### src/rtl/input_handshake_unit_pkg.sv
// input_handshake_unit_pkg: FSM state encoding and default debounce length.
package input_handshake_unit_pkg;
  typedef enum logic [1:0] {IDLE, WAIT_RELEASE, WAIT_PRESS, CAPTURE} state_e;
  localparam int DEFAULT_DEBOUNCE_CYCLES = 50000;
endpackage

### src/rtl/input_handshake_unit_button_debouncer.sv
// button_debouncer: synchronizes the active-low enter key and filters bounce into a clean pressed level.
module button_debouncer
  import input_handshake_unit_pkg::*;
#(
  parameter int DEBOUNCE_CYCLES = DEFAULT_DEBOUNCE_CYCLES,
  parameter int SYNC_STAGES     = 2
) (
  input  logic clock,
  input  logic reset,
  input  logic button_n,
  output logic pressed
);
  localparam int CW = DEBOUNCE_CYCLES > 1 ? $clog2(DEBOUNCE_CYCLES) : 1;
  localparam logic [CW-1:0] LAST = CW'(DEBOUNCE_CYCLES - 1);
  logic [SYNC_STAGES-1:0] sync_q;
  logic [CW-1:0] cnt_q, cnt_d;
  logic deb_q, deb_d, press_raw, differ;
  assign press_raw = ~sync_q[SYNC_STAGES-1];
  assign differ    = press_raw != deb_q;
  assign pressed   = deb_q;
  // the level only flips once the raw key has disagreed with it for DEBOUNCE_CYCLES straight cycles
  always_comb begin
    cnt_d = (differ && cnt_q != LAST) ? cnt_q + 1'b1 : '0;
    deb_d = (differ && cnt_q == LAST) ? ~deb_q : deb_q;
  end
  always_ff @(posedge clock or posedge reset) begin
    if (reset) begin
      sync_q <= '1;
      cnt_q  <= '0;
      deb_q  <= 1'b0;
    end else begin
      sync_q[0] <= button_n;
      for (int i = 1; i < SYNC_STAGES; i++) sync_q[i] <= sync_q[i-1];
      cnt_q <= cnt_d;
      deb_q <= deb_d;
    end
  end
endmodule

### src/rtl/input_handshake_unit.sv
// input_handshake_unit: stalls the CPU during IN until a fresh debounced key press, then presents the switch value for one cycle.
module input_handshake_unit
  import input_handshake_unit_pkg::*;
#(
  parameter int DATA_WIDTH      = 16,
  parameter int DEBOUNCE_CYCLES = DEFAULT_DEBOUNCE_CYCLES,
  parameter int SYNC_STAGES     = 2
) (
  input  logic                  clock,
  input  logic                  reset,
  input  logic [DATA_WIDTH-1:0] switches,
  input  logic                  button_n,
  input  logic                  in_request,
  output logic                  stall,
  output logic [DATA_WIDTH-1:0] in_data,
  output logic                  in_valid,
  output logic                  waiting_led
);
  state_e state_q, state_d;
  logic [DATA_WIDTH-1:0] sw_q [SYNC_STAGES];
  logic [DATA_WIDTH-1:0] in_data_q, in_data_d;
  logic pressed;
  button_debouncer #(
    .DEBOUNCE_CYCLES(DEBOUNCE_CYCLES),
    .SYNC_STAGES    (SYNC_STAGES)
  ) u_debouncer (
    .clock   (clock),
    .reset   (reset),
    .button_n(button_n),
    .pressed (pressed)
  );
  // a key still held from the previous capture must be released before it can count again
  always_comb begin
    state_d = state_q;
    unique case (state_q)
      IDLE:         state_d = in_request ? WAIT_RELEASE : IDLE;
      WAIT_RELEASE: state_d = !in_request ? IDLE : (!pressed ? WAIT_PRESS : WAIT_RELEASE);
      WAIT_PRESS:   state_d = !in_request ? IDLE : (pressed ? CAPTURE : WAIT_PRESS);
      default:      state_d = IDLE;
    endcase
    in_data_d = (state_d == CAPTURE) ? sw_q[SYNC_STAGES-1] : in_data_q;
  end
  always_ff @(posedge clock or posedge reset) begin
    if (reset) begin
      state_q   <= IDLE;
      in_data_q <= '0;
      for (int i = 0; i < SYNC_STAGES; i++) sw_q[i] <= '0;
    end else begin
      state_q   <= state_d;
      in_data_q <= in_data_d;
      sw_q[0]   <= switches;
      for (int i = 1; i < SYNC_STAGES; i++) sw_q[i] <= sw_q[i-1];
    end
  end
  assign stall       = in_request & (state_q != CAPTURE);
  assign in_valid    = state_q == CAPTURE;
  assign waiting_led = (state_q == WAIT_RELEASE) || (state_q == WAIT_PRESS);
  assign in_data     = in_data_q;
endmodule

### config.mk
export PLATFORM = sky130hd
export DESIGN_NAME = input_handshake_unit
export DESIGN_NICKNAME = d
export VERILOG_FILES = /design/src/rtl/input_handshake_unit_pkg.sv /design/src/rtl/input_handshake_unit_button_debouncer.sv /design/src/rtl/input_handshake_unit.sv
export SDC_FILE = /design/constraint.sdc
export NUM_CORES = 1
export LEC_CHECK = 0
export BUFFER_PORTS_ARGS = -buffer_cell sky130_fd_sc_hd__buf_2
export CAP_MARGIN = 20
export CORE_MARGIN = 2
export CORE_UTILIZATION = 45
export CTS_CLUSTER_SIZE = 28
export DETAILED_ROUTE_END_ITERATION = 10
export GPL_ROUTABILITY_DRIVEN = 0
export PLACE_DENSITY = 0.78
export SLEW_MARGIN = 20
export SYNTH_ARGS = -nofsm -noshare
export SYNTH_HDL_FRONTEND = slang
export SYNTH_HIERARCHICAL = 1
export SYNTH_SLANG_ARGS = --single-unit
### constraint.sdc
create_clock -name clock -period 1.8 [get_ports clock]
set_clock_uncertainty 0.05 [all_clocks]
set_input_delay 0 -clock clock [delete_from_list [all_inputs] [get_ports clock]]
set_output_delay 0 -clock clock [all_outputs]
set_load 0.01 [all_outputs]
==> results.json, run 1 <==
{
  "timing.final.crit_period_ns": 1.707,
  "max_cap_viol_count": 0,
  "worst_pin_slew_ns": 0.7359,
  "cts_tree": "yes",
  "routed_via_density": 4.762,
  "ys_warn_count": 6,
  "cp_slowest_cell": "dfrtp_1",
  "fp.dieW_um": 78.91,
  "grt_pass1_vias": 1501,
  "dp_hpwl_um": 2653,
  "io_buffers": 38,
  "cts_root_buffer": "clkbuf_8",
  "placementRows": 27,
  "first_iter_violations": 115,
  "p_per_area_nw_per_um2": 1259,
  "grt_usage": 0.1562,
  "totalPowerFinal_mw": 4.156,
  "core_area_um2": 5473,
  "final.period_utilization": 0.9484,
  "diodes": 0,
  "clkLatencyLatePin_ns": 0.34,
  "status": "complete, no violations",
  "worstPathMaxFanout": 8,
  "drc": 0,
  "async_reset_ff_frac": 1.000,
  "syn_avg_cell_area_um2": 15.12,
  "first_pass_iters": 4,
  "area_growth_pct": 30.72,
  "p_leak_nw": 1.544,
  "ys_types": 29,
  "initial_core_util": 0.4614,
  "path_clk_slew_ns": 0.07,
  "syn_nets": 192,
  "fin_cells": 315,
  "grt_pass1_wl_um": 7162,
  "io_pins": 39,
  "slew_violations": 0,
  "synth_edf_count": 0,
  "fp.dieH_um": 78.91,
  "path_class": "flip-flop to flip-flop",
  "crit_family": "flip-flops",
  "stdcell_area_um2": 3301,
  "synth-seq-cells": 69,
  "nets": 264,
  "placed_area_um2": 2845,
  "hold_violations": 0,
  "final_util": 0.6031,
  "grt_antenna_before_repair": 0,
  "ir_worst_vdd_mv": 0.6097,
  "seq_area_frac_synth": 0.6848,
  "holdCritPathClass": "primary input to flip-flop",
  "slowest_delay_ns": 0.37,
  "rsz0062_at_grt": "false",
  "end_kind": "flip-flop",
  "dp.cells": 281,
  "clock-sinks": 69,
  "syn-cell-area_um2": 2525,
  "cp.required_ns": 1.97,
  "tns_ns": 0,
  "clock_path_buffers": 2,
  "h-tree-depth": 3,
  "wire_per_inst_um": 13.63,
  "drt-total-wl_um": 4295,
  "final-setup-viol-count": 0,
  "grt_max_degree": 45,
  "max_slew_margin": 0.5089,
  "crit_chain": "inv_1 -> ha_2 -> nor2b_2 -> o221ai_4 -> clkbuf_16 -> mux2_4",
  "fmax_mhz": 585.8,
  "numCtsBuffers": 9,
  "arrival_ns": 1.88,
  "ant_nets": 0,
  "die-area_um2": 6226,
  "overflow": 0,
  "num_vias": 1500,
  "ys.flop_type": "dfrtp_1",
  "startpoint_type": "flip-flop",
  "syn-instance-count": 167,
  "layout-drive-gt1-share": 0.3621,
  "critPathBufInv": 2
}
[path summary, 6_finish.rpt]
path                       startpoint             endpoint  slack (ns)  cells past startpoint
min in group asynchronous       reset           in_data[3]        0.06                      3
hold / removal             in_request           state_q[0]        0.04                      3
setup reg to reg           state_q[1]           in_data[5]        0.09                      6
setup / recovery           state_q[1]           in_data[5]        0.09                      6
hold reg to reg              sw_q[30]             sw_q[14]        0.29                      0
max in group asynchronous       reset  u_debouncer/pressed        0.93                      3
[Yosys cell counts (2+ instances only)]
master | n | share of area
nand2_1 | 3 | 0.0045
nor4_1 | 3 | 0.0074
dfstp_2 | 2 | 0.021
buf_6 | 2 | 0.0089
nor2_1 | 16 | 0.024
ha_1 | 5 | 0.025
o21a_1 | 3 | 0.0089
nand3_1 | 6 | 0.012
mux2_2 | 6 | 0.027
xor2_1 | 5 | 0.017
xnor2_1 | 9 | 0.031
or3_1 | 3 | 0.0074
nand4_1 | 5 | 0.012
nand4bb_1 | 2 | 0.0089
dfrtp_1 | 67 | 0.66
mux2_4 | 10 | 0.059
inv_1 | 8 | 0.012
[tightest hold or removal path: stages]
cell	delay, ns
buf_2	0.07
and2b_2	0.18
o21a_1	0.13
[layout make-up]
class	count	area, µm²
clock buffer	9	123.9
clock inverter	6	112.6
fill	428	2172
inverter	8	30.03
multi-input combinational	87	742.0
sequential	69	1729
tap	72	90.09
timing repair buffer	64	473.0
[metrics by stage]
step | hold WS (ns) | worst slack, ns
6_report | 0.03914 | 0.09291
5_1_grt | 0.03582 | 0.01155
4_1_cts | 0.02263 | 0.06189
3_5_place_dp | -0.1331 | 0.08040
3_3_place_gp | -0.1337 | 0.1224
2_1_floorplan | -0.1004 | 0.06446
[cells by family after synthesis]
group,synth area share
AOI/OAI and AO/OA,0.02478
xor gates and xnor gates,0.04856
adders and majority gates,0.02478
buffers and inverters,0.02676
DFF,0.6848
muxes,0.09018
and+or+nand+nor,0.1001
[per-layer routing]
layer  track usage  part of all wire  up-vias
met1        0.2102              0.48      733
met3       0.05114             0.047       10
met2        0.2222              0.45       50
met5             0                 0        -
li1              -                 -      707
met4       0.09138             0.030        0
[flip-flops by register name, summed over array words and instances, names as in the netlist]
signal	count
in_data	16
state_q	2
sw_q	32
u_debouncer/cnt_q	16
u_debouncer/pressed	1
u_debouncer/sync_q	2
[timing repair]
action | 4_1_cts | 5_1_grt
gates resized for setup | 0 | 3
hold endpoints to repair | 84 | 0
setup buffers | 0 | 0
hold buffers | 18 | 0
endpoints found under the setup margin | 0 | 19
[cell usage in the layout, fill, tap and decap left out, types with 2 or more instances in the layout]
cell type / n
dlygate4sd3_1: 18
clkbuf_8: 9
ha_2: 2
mux2_2: 6
xor2_1: 5
bufinv_16: 3
dfrtp_1: 67
buf_2: 38
inv_1: 7
dfstp_2: 2
mux2_4: 10
nand3_1: 6
nor4_1: 3
buf_12: 2
buf_4: 5
nand4bb_1: 2
xnor2_1: 9
or3_1: 3
nand4_1: 5
nor2_1: 16
clkinv_4: 2
ha_1: 3
o21a_1: 3
nand2_1: 3
[report_power, final]
part	total [mW]	internal (mW)	switching [mW]	leakage, nW
logic	0.768	0.442	0.325	0.579
registers	1.91	1.79	0.124	0.845
clock network	1.48	0.914	0.564	0.119
total	4.16	3.14	1.01	1.54
(Power assumes the default switching activity.)
==> inputs of run 2 (changes only) <==
--- a/config.mk
+++ b/config.mk
@@ -5,7 +5,7 @@
 export SDC_FILE = /design/constraint.sdc
 export NUM_CORES = 1
 export LEC_CHECK = 0
-export BUFFER_PORTS_ARGS = -buffer_cell sky130_fd_sc_hd__buf_2
+export BUFFER_PORTS_ARGS = -buffer_cell sky130_fd_sc_hd__clkbuf_2
 export CAP_MARGIN = 20
 export CORE_MARGIN = 2
 export CORE_UTILIZATION = 45
==> constraint.sdc (replaced) <==
create_clock -name clock -period 1.4 [get_ports clock]
set_clock_uncertainty 0.05 [all_clocks]
set_input_delay 0 -clock clock [delete_from_list [all_inputs] [get_ports clock]]
set_output_delay 0 -clock clock [all_outputs]
set_load 0.01 [all_outputs]
==> run 2 against run 1 <==
  * The flow now finishes with violations (negative setup slack)
  * Fmax up 1.0%
  * Worst hold slack better by 0.092 ns
  * Sequential share of layout area down 3.5 points
  * Flip-flop and latch count unchanged
  * Routed wire length grew 4.5%
  * First-iteration DRC count shrank 35%
  * Via count rose by 4.9%
  * Final area rose by 7.2%
  * Clock-buffer cell count unchanged
  * Die area unchanged
  * Global-route usage up 0.47 points
==> results.json, run 2 (synthesis results as in run 1) <==
{
  "status": "finished with violations",
  "violations": "negative setup slack",
  "drt-total-wl_um": 4488,
  "max_cap_viol_count": 0,
  "die-area_um2": 6226,
  "io_pins": 39,
  "path_class": "flip-flop to flip-flop",
  "grt_antenna_before_repair": 0,
  "cts_tree": "yes",
  "grtUsageMet2": 0.2496,
  "largest_reg_flops": 32,
  "fin_hold_ws_ns": 0.1316,
  "fin_cells": 338,
  "final-setup-viol-count": 34,
  "crit-reg2reg-launch": "state_q[1]",
  "num_vias": 1573,
  "arrival_ns": 1.85,
  "place_ws_ns": -0.3382,
  "grt_pass1_wl_um": 7555,
  "worst_pin_slew_ns": 0.5368,
  "switching_power_mw": 1.331,
  "path_clk_slew_ns": 0.07,
  "cp.required_ns": 1.56,
  "multi_input_area_um2": 883.3,
  "end_kind": "flip-flop",
  "io_buffers": 38,
  "initial_core_util": 0.4614,
  "largest-register": "sw_q",
  "seq_power_share": 0.487,
  "placed_area_um2": 3003,
  "ir_worst_vdd_mv": 0.9880,
  "layout-drive-gt1-share": 0.4887,
  "rr_endpoint": "in_data[7]",
  "grt_util_met3": 0.03864,
  "fp.dieH_um": 78.91,
  "core_area_um2": 5473,
  "r2r_slack_ns": -0.29,
  "clock-sinks": 69,
  "timing.critical_path.to": "in_data[7]",
  "stdcell_area_um2": 3540,
  "clkLatencyLatePin_ns": 0.33,
  "numCtsBuffers": 9,
  "h-tree-depth": 3,
  "slowest_delay_ns": 0.40,
  "p_int_mw": 3.742,
  "combPwrFrac": 0.212,
  "p_leak_nw": 1.645,
  "power_frac_clock": 0.301,
  "reg2regPathDepth": 6,
  "area_growth_pct": 40.19,
  "drc": 0,
  "nets": 287,
  "startpoint_type": "flip-flop",
  "diodes": 0,
  "postLayoutSetupSlackWorst_ns": -0.2895,
  "grt_max_degree": 33,
  "max_slew_margin": 0.6403,
  "p_per_area_nw_per_um2": 1433,
  "fmax_mhz": 591.9,
  "timing.final.crit_period_ns": 1.690,
  "use_met1": 0.2079,
  "grt.busiest_layer": "met2",
  "overflow": 0,
  "routed_via_density": 4.654,
  "cp_slowest_cell": "dfrtp_1",
  "layout_commonest_cell": "dfrtp_1",
  "first_pass_iters": 4,
  "layout_common_cells": "dfrtp_1 (67), clkbuf_2 (38), buf_4 (26)",
  "startpoint": "state_q[1]",
  "hold_violations": 0,
  "ant_nets": 0,
  "crit_chain": "buf_6 -> ha_4 -> and2b_2 -> o221ai_4 -> buf_6 -> mux2_4",
  "clock_path_buffers": 2,
  "grt_pass1_vias": 1669,
  "rsz0062_at_grt": "true",
  "grt_usage": 0.1609,
  "fillCellCount": 396,
  "holdCritPathClass": "primary input to flip-flop",
  "dp.cells": 301,
  "final.period_utilization": 1.207,
  "placementRows": 27,
  "dp_hpwl_um": 2844,
  "crit_top_cell": "buf_6",
  "cts_root_buffer": "clkbuf_8",
  "first_iter_violations": 75,
  "worstPathMaxFanout": 8,
  "wire_per_inst_um": 13.28,
  "regArea_um2": 1729,
  "switching_share": 0.2623,
  "fp.dieW_um": 78.91,
  "slew_violations": 0
}
-- run 2: cell types whose count changed in the layout (fill, tap and decap cells not counted), moves of 3 or more --
cell	before	now
buf_2	38	0
buf_4	5	26
buf_6	0	3
clkbuf_2	0	38
mux2_2	6	2
mux2_4	10	14
nor2_1	16	4
nor2_2	0	6
nor2_4	0	6
-- run 2: through the flow --
| stage | utilization | power, mW | setup TNS [ns] |
|---|---|---|---|
| finish | 0.6468 | 5.072 | -8.422 |
| CTS | 0.6374 | 5.119 | -7.976 |
| detailed placement | 0.5487 | 3.490 | -8.852 |
| floorplan | - | 3.088 | -8.313 |
| global route | 0.6468 | 5.328 | -10.49 |
| global placement | 0.5487 | 3.461 | -7.348 |
-- run 2: cell type report --
cell class / count / share of cell area
sequential: 69 / 0.4885
multi-input combinational: 88 / 0.2496
timing repair buffer: 86 / 0.1750
clock buffer: 9 / 0.03499
tap: 72 / 0.02545
clock inverter: 6 / 0.01803
inverter: 8 / 0.008484
-- run 2: worst min path at each step --
stage / from / to / slack [ns] / cells past startpoint
floorplan: reset / u_debouncer/cnt_q[0] / -0.10 / 1
global placement: reset / sw_q[25] / -0.04 / 2
detailed placement: reset / sw_q[19] / -0.04 / 2
CTS: in_request / state_q[1] / 0.12 / 4
global route: in_request / state_q[0] / 0.15 / 4
finish: in_request / state_q[1] / 0.13 / 4
-- run 2: repair_timing --
item / in CTS / in global routing
hold buffers: 18 / 0
gates resized for setup: 20 / 12
gates cloned: 1 / 0
pin swaps: 17 / 1
setup endpoints to repair: 34 / 34
endpoints found under the hold margin: 86 / 0
setup buffers: 3 / 0
-- run 2: power by group through the flow --
stage	registers (mW)	clock network [mW]	logic [mW]
floorplan	2.59	0	0.502
global placement	2.50	0	0.960
CTS	2.47	1.57	1.08
global route	2.50	1.66	1.17
finish	2.47	1.53	1.08
detailed placement	2.50	0	0.990
-- run 2: layer usage --
layer  up-vias  wire, µm
li1        754         -
met1       777      2050
met2        34      2222
met3         8       130
met4         0        84
met5         -         0
-- run 2: worst max-delay path: cells and delay by family (launching register included) --
family                   cells  cell delay, ns
multiplexers                 1            0.30
buffers and inverters        2            0.31
AO/OA/AOI/OAI                1            0.12
flip-flops                   1            0.40
adder cells (fa/ha/maj)      1            0.15
AND/OR/NAND/NOR              1            0.24
==> inputs of run 3 (changes only) <==
--- a/config.mk
+++ b/config.mk
@@ -13,6 +13,7 @@
 export DETAILED_ROUTE_END_ITERATION = 10
 export GPL_ROUTABILITY_DRIVEN = 0
 export PLACE_DENSITY = 0.78
+export RECOVER_POWER = 100
 export SLEW_MARGIN = 20
 export SYNTH_ARGS = -nofsm -noshare
 export SYNTH_HDL_FRONTEND = slang
==> run 3 against run 2 <==
  * The flow still finishes with violations (negative setup slack)
  * Final area decreased by 1.2%
  * Register-to-register slack hardly changed
  * Non-clock buffer count stayed put
  * Die area did not move
  * Largest cell class unchanged
==> results.json, run 3 (synthesis results as in run 1) <==
{
  "layout_commonest_cell": "dfrtp_1",
  "diodes": 0,
  "cp.required_ns": 1.56,
  "io_buffers": 38,
  "worst_pin_slew_ns": 0.6301,
  "p_per_area_nw_per_um2": 1429,
  "area_growth_pct": 38.55,
  "largest-register": "sw_q",
  "overflow": 0,
  "path_clk_slew_ns": 0.07,
  "core_area_um2": 5473,
  "fmax_mhz": 592.5,
  "drt-total-wl_um": 4500,
  "grt_usage": 0.1609,
  "worstPathMaxFanout": 8,
  "fp.dieW_um": 78.91,
  "numCtsBuffers": 9,
  "arrival_ns": 1.84,
  "ant_nets": 0,
  "clkLatencyLatePin_ns": 0.33,
  "routed_via_density": 4.642,
  "die-area_um2": 6226,
  "dp_hpwl_um": 2844,
  "io_pins": 39,
  "grt_antenna_before_repair": 0,
  "tns_ns": -8.483,
  "startpoint_type": "flip-flop",
  "h-tree-depth": 3,
  "first_pass_iters": 4,
  "switching_power_mw": 1.327,
  "switching_share": 0.2653,
  "final.period_utilization": 1.206,
  "cts_tree": "yes",
  "layout-drive-gt1-share": 0.4135,
  "holdCritPathClass": "primary input to flip-flop",
  "status": "finished with violations",
  "power_frac_clock": 0.305,
  "r2r_slack_ns": -0.29,
  "cp_slowest_cell": "dfrtp_1",
  "end_kind": "flip-flop",
  "crit_family": "flip-flops",
  "wire_per_inst_um": 13.31,
  "initial_core_util": 0.4614,
  "max_slew_margin": 0.5795,
  "num_vias": 1569,
  "p_leak_nw": 1.583,
  "clock_path_buffers": 2,
  "layout_common_cells": "dfrtp_1 (67), buf_4 (25), clkbuf_2 (21)",
  "seq_power_share": 0.493,
  "hold_violations": 0,
  "path_class": "flip-flop to flip-flop",
  "placed_area_um2": 3003,
  "p_int_mw": 3.674,
  "postLayoutSetupSlackWorst_ns": -0.2878,
  "stdcell_area_um2": 3498,
  "fin_hold_ws_ns": 0.1978,
  "timing.final.crit_period_ns": 1.688,
  "placementRows": 27,
  "fillCellCount": 411,
  "startpoint": "state_q[1]",
  "drc": 0,
  "nets": 287,
  "fin_cells": 338,
  "final-setup-viol-count": 34,
  "crit_chain": "buf_6 -> ha_4 -> and2b_2 -> o221ai_4 -> buf_6 -> mux2_4",
  "grt_pass1_wl_um": 7555,
  "critPathBufInv": 2,
  "slowest_delay_ns": 0.40,
  "violations": "negative setup slack",
  "crit-reg2reg-launch": "state_q[1]",
  "cts_root_buffer": "clkbuf_8",
  "max_cap_viol_count": 0,
  "clock-sinks": 69,
  "slew_violations": 0,
  "fp.dieH_um": 78.91,
  "min_from": "in_request",
  "rsz0062_at_grt": "true",
  "first_iter_violations": 75,
  "grt_pass1_vias": 1669,
  "totalPowerFinal_mw": 5.001,
  "ir_worst_vdd_mv": 0.9855,
  "dp.cells": 301,
  "crit_top_cell": "buf_6",
  "largest_reg_flops": 32,
  "grt_max_degree": 33,
  "combPwrFrac": 0.202
}
[run 3: cell count changes in the layout (fill, tap and decap cells not counted), sizes merged]
cell    delta
buf        -2
clkbuf     +2
[run 3: area by class of cell]
type	count	area (µm²)	area share
multi-input cells	88	883.3	0.2525
well taps	72	90.09	0.02575
inverters	8	30.03	0.008584
clock buffers	9	123.9	0.03541
flip-flops and latches	69	1729	0.4943
clock inverters	6	63.81	0.01824
repair buffers	86	578.1	0.1652
[run 3: stage by stage]
stage                     utilization  setup WS, ns
after floorplan                     -       -0.3104
after global placement         0.5487       -0.2717
after detailed placement       0.5487       -0.3382
after CTS                      0.6374       -0.2826
after global routing           0.6392       -0.3461
final                          0.6392       -0.2878
[run 3: worst paths after layout]
path                               to  cells after the start
max reg2reg                in_data[7]                      6
min reg2reg                   sw_q[7]                      0
min in group asynchronous    sw_q[18]                      3
max in group asynchronous    sw_q[13]                      4
max                        in_data[7]                      6
min                        state_q[1]                      4
[run 3: power by group through the flow]
stage / combinational, mW / sequential, mW / clock [mW]
6_report: 1.01 / 2.47 / 1.53
5_1_grt: 1.10 / 2.50 / 1.66
4_1_cts: 1.08 / 2.47 / 1.57
3_5_place_dp: 0.990 / 2.50 / 0
3_3_place_gp: 0.960 / 2.50 / 0
2_1_floorplan: 0.502 / 2.59 / 0
[run 3: timing repair]
item,4_1_cts,5_1_grt
pin swaps,17,1
gates cloned,1,0
endpoints found under the setup margin,34,34
gates resized for setup,20,12
endpoints found under the hold margin,86,0
hold buffers,18,0
setup buffers,3,0
[run 3: tightest hold or removal path, stage by stage]
cell      delay (ns)
clkbuf_2        0.08
and2b_2         0.21
clkbuf_1        0.14
o21a_1          0.11
[run 3: per-layer routing]
layer,track usage,vias to the layer above,routed length [µm]
li1,-,754,-
met1,0.2079,779,2045
met2,0.2496,30,2249
met3,0.03864,6,132
met4,0.09310,0,72
met5,0,-,0
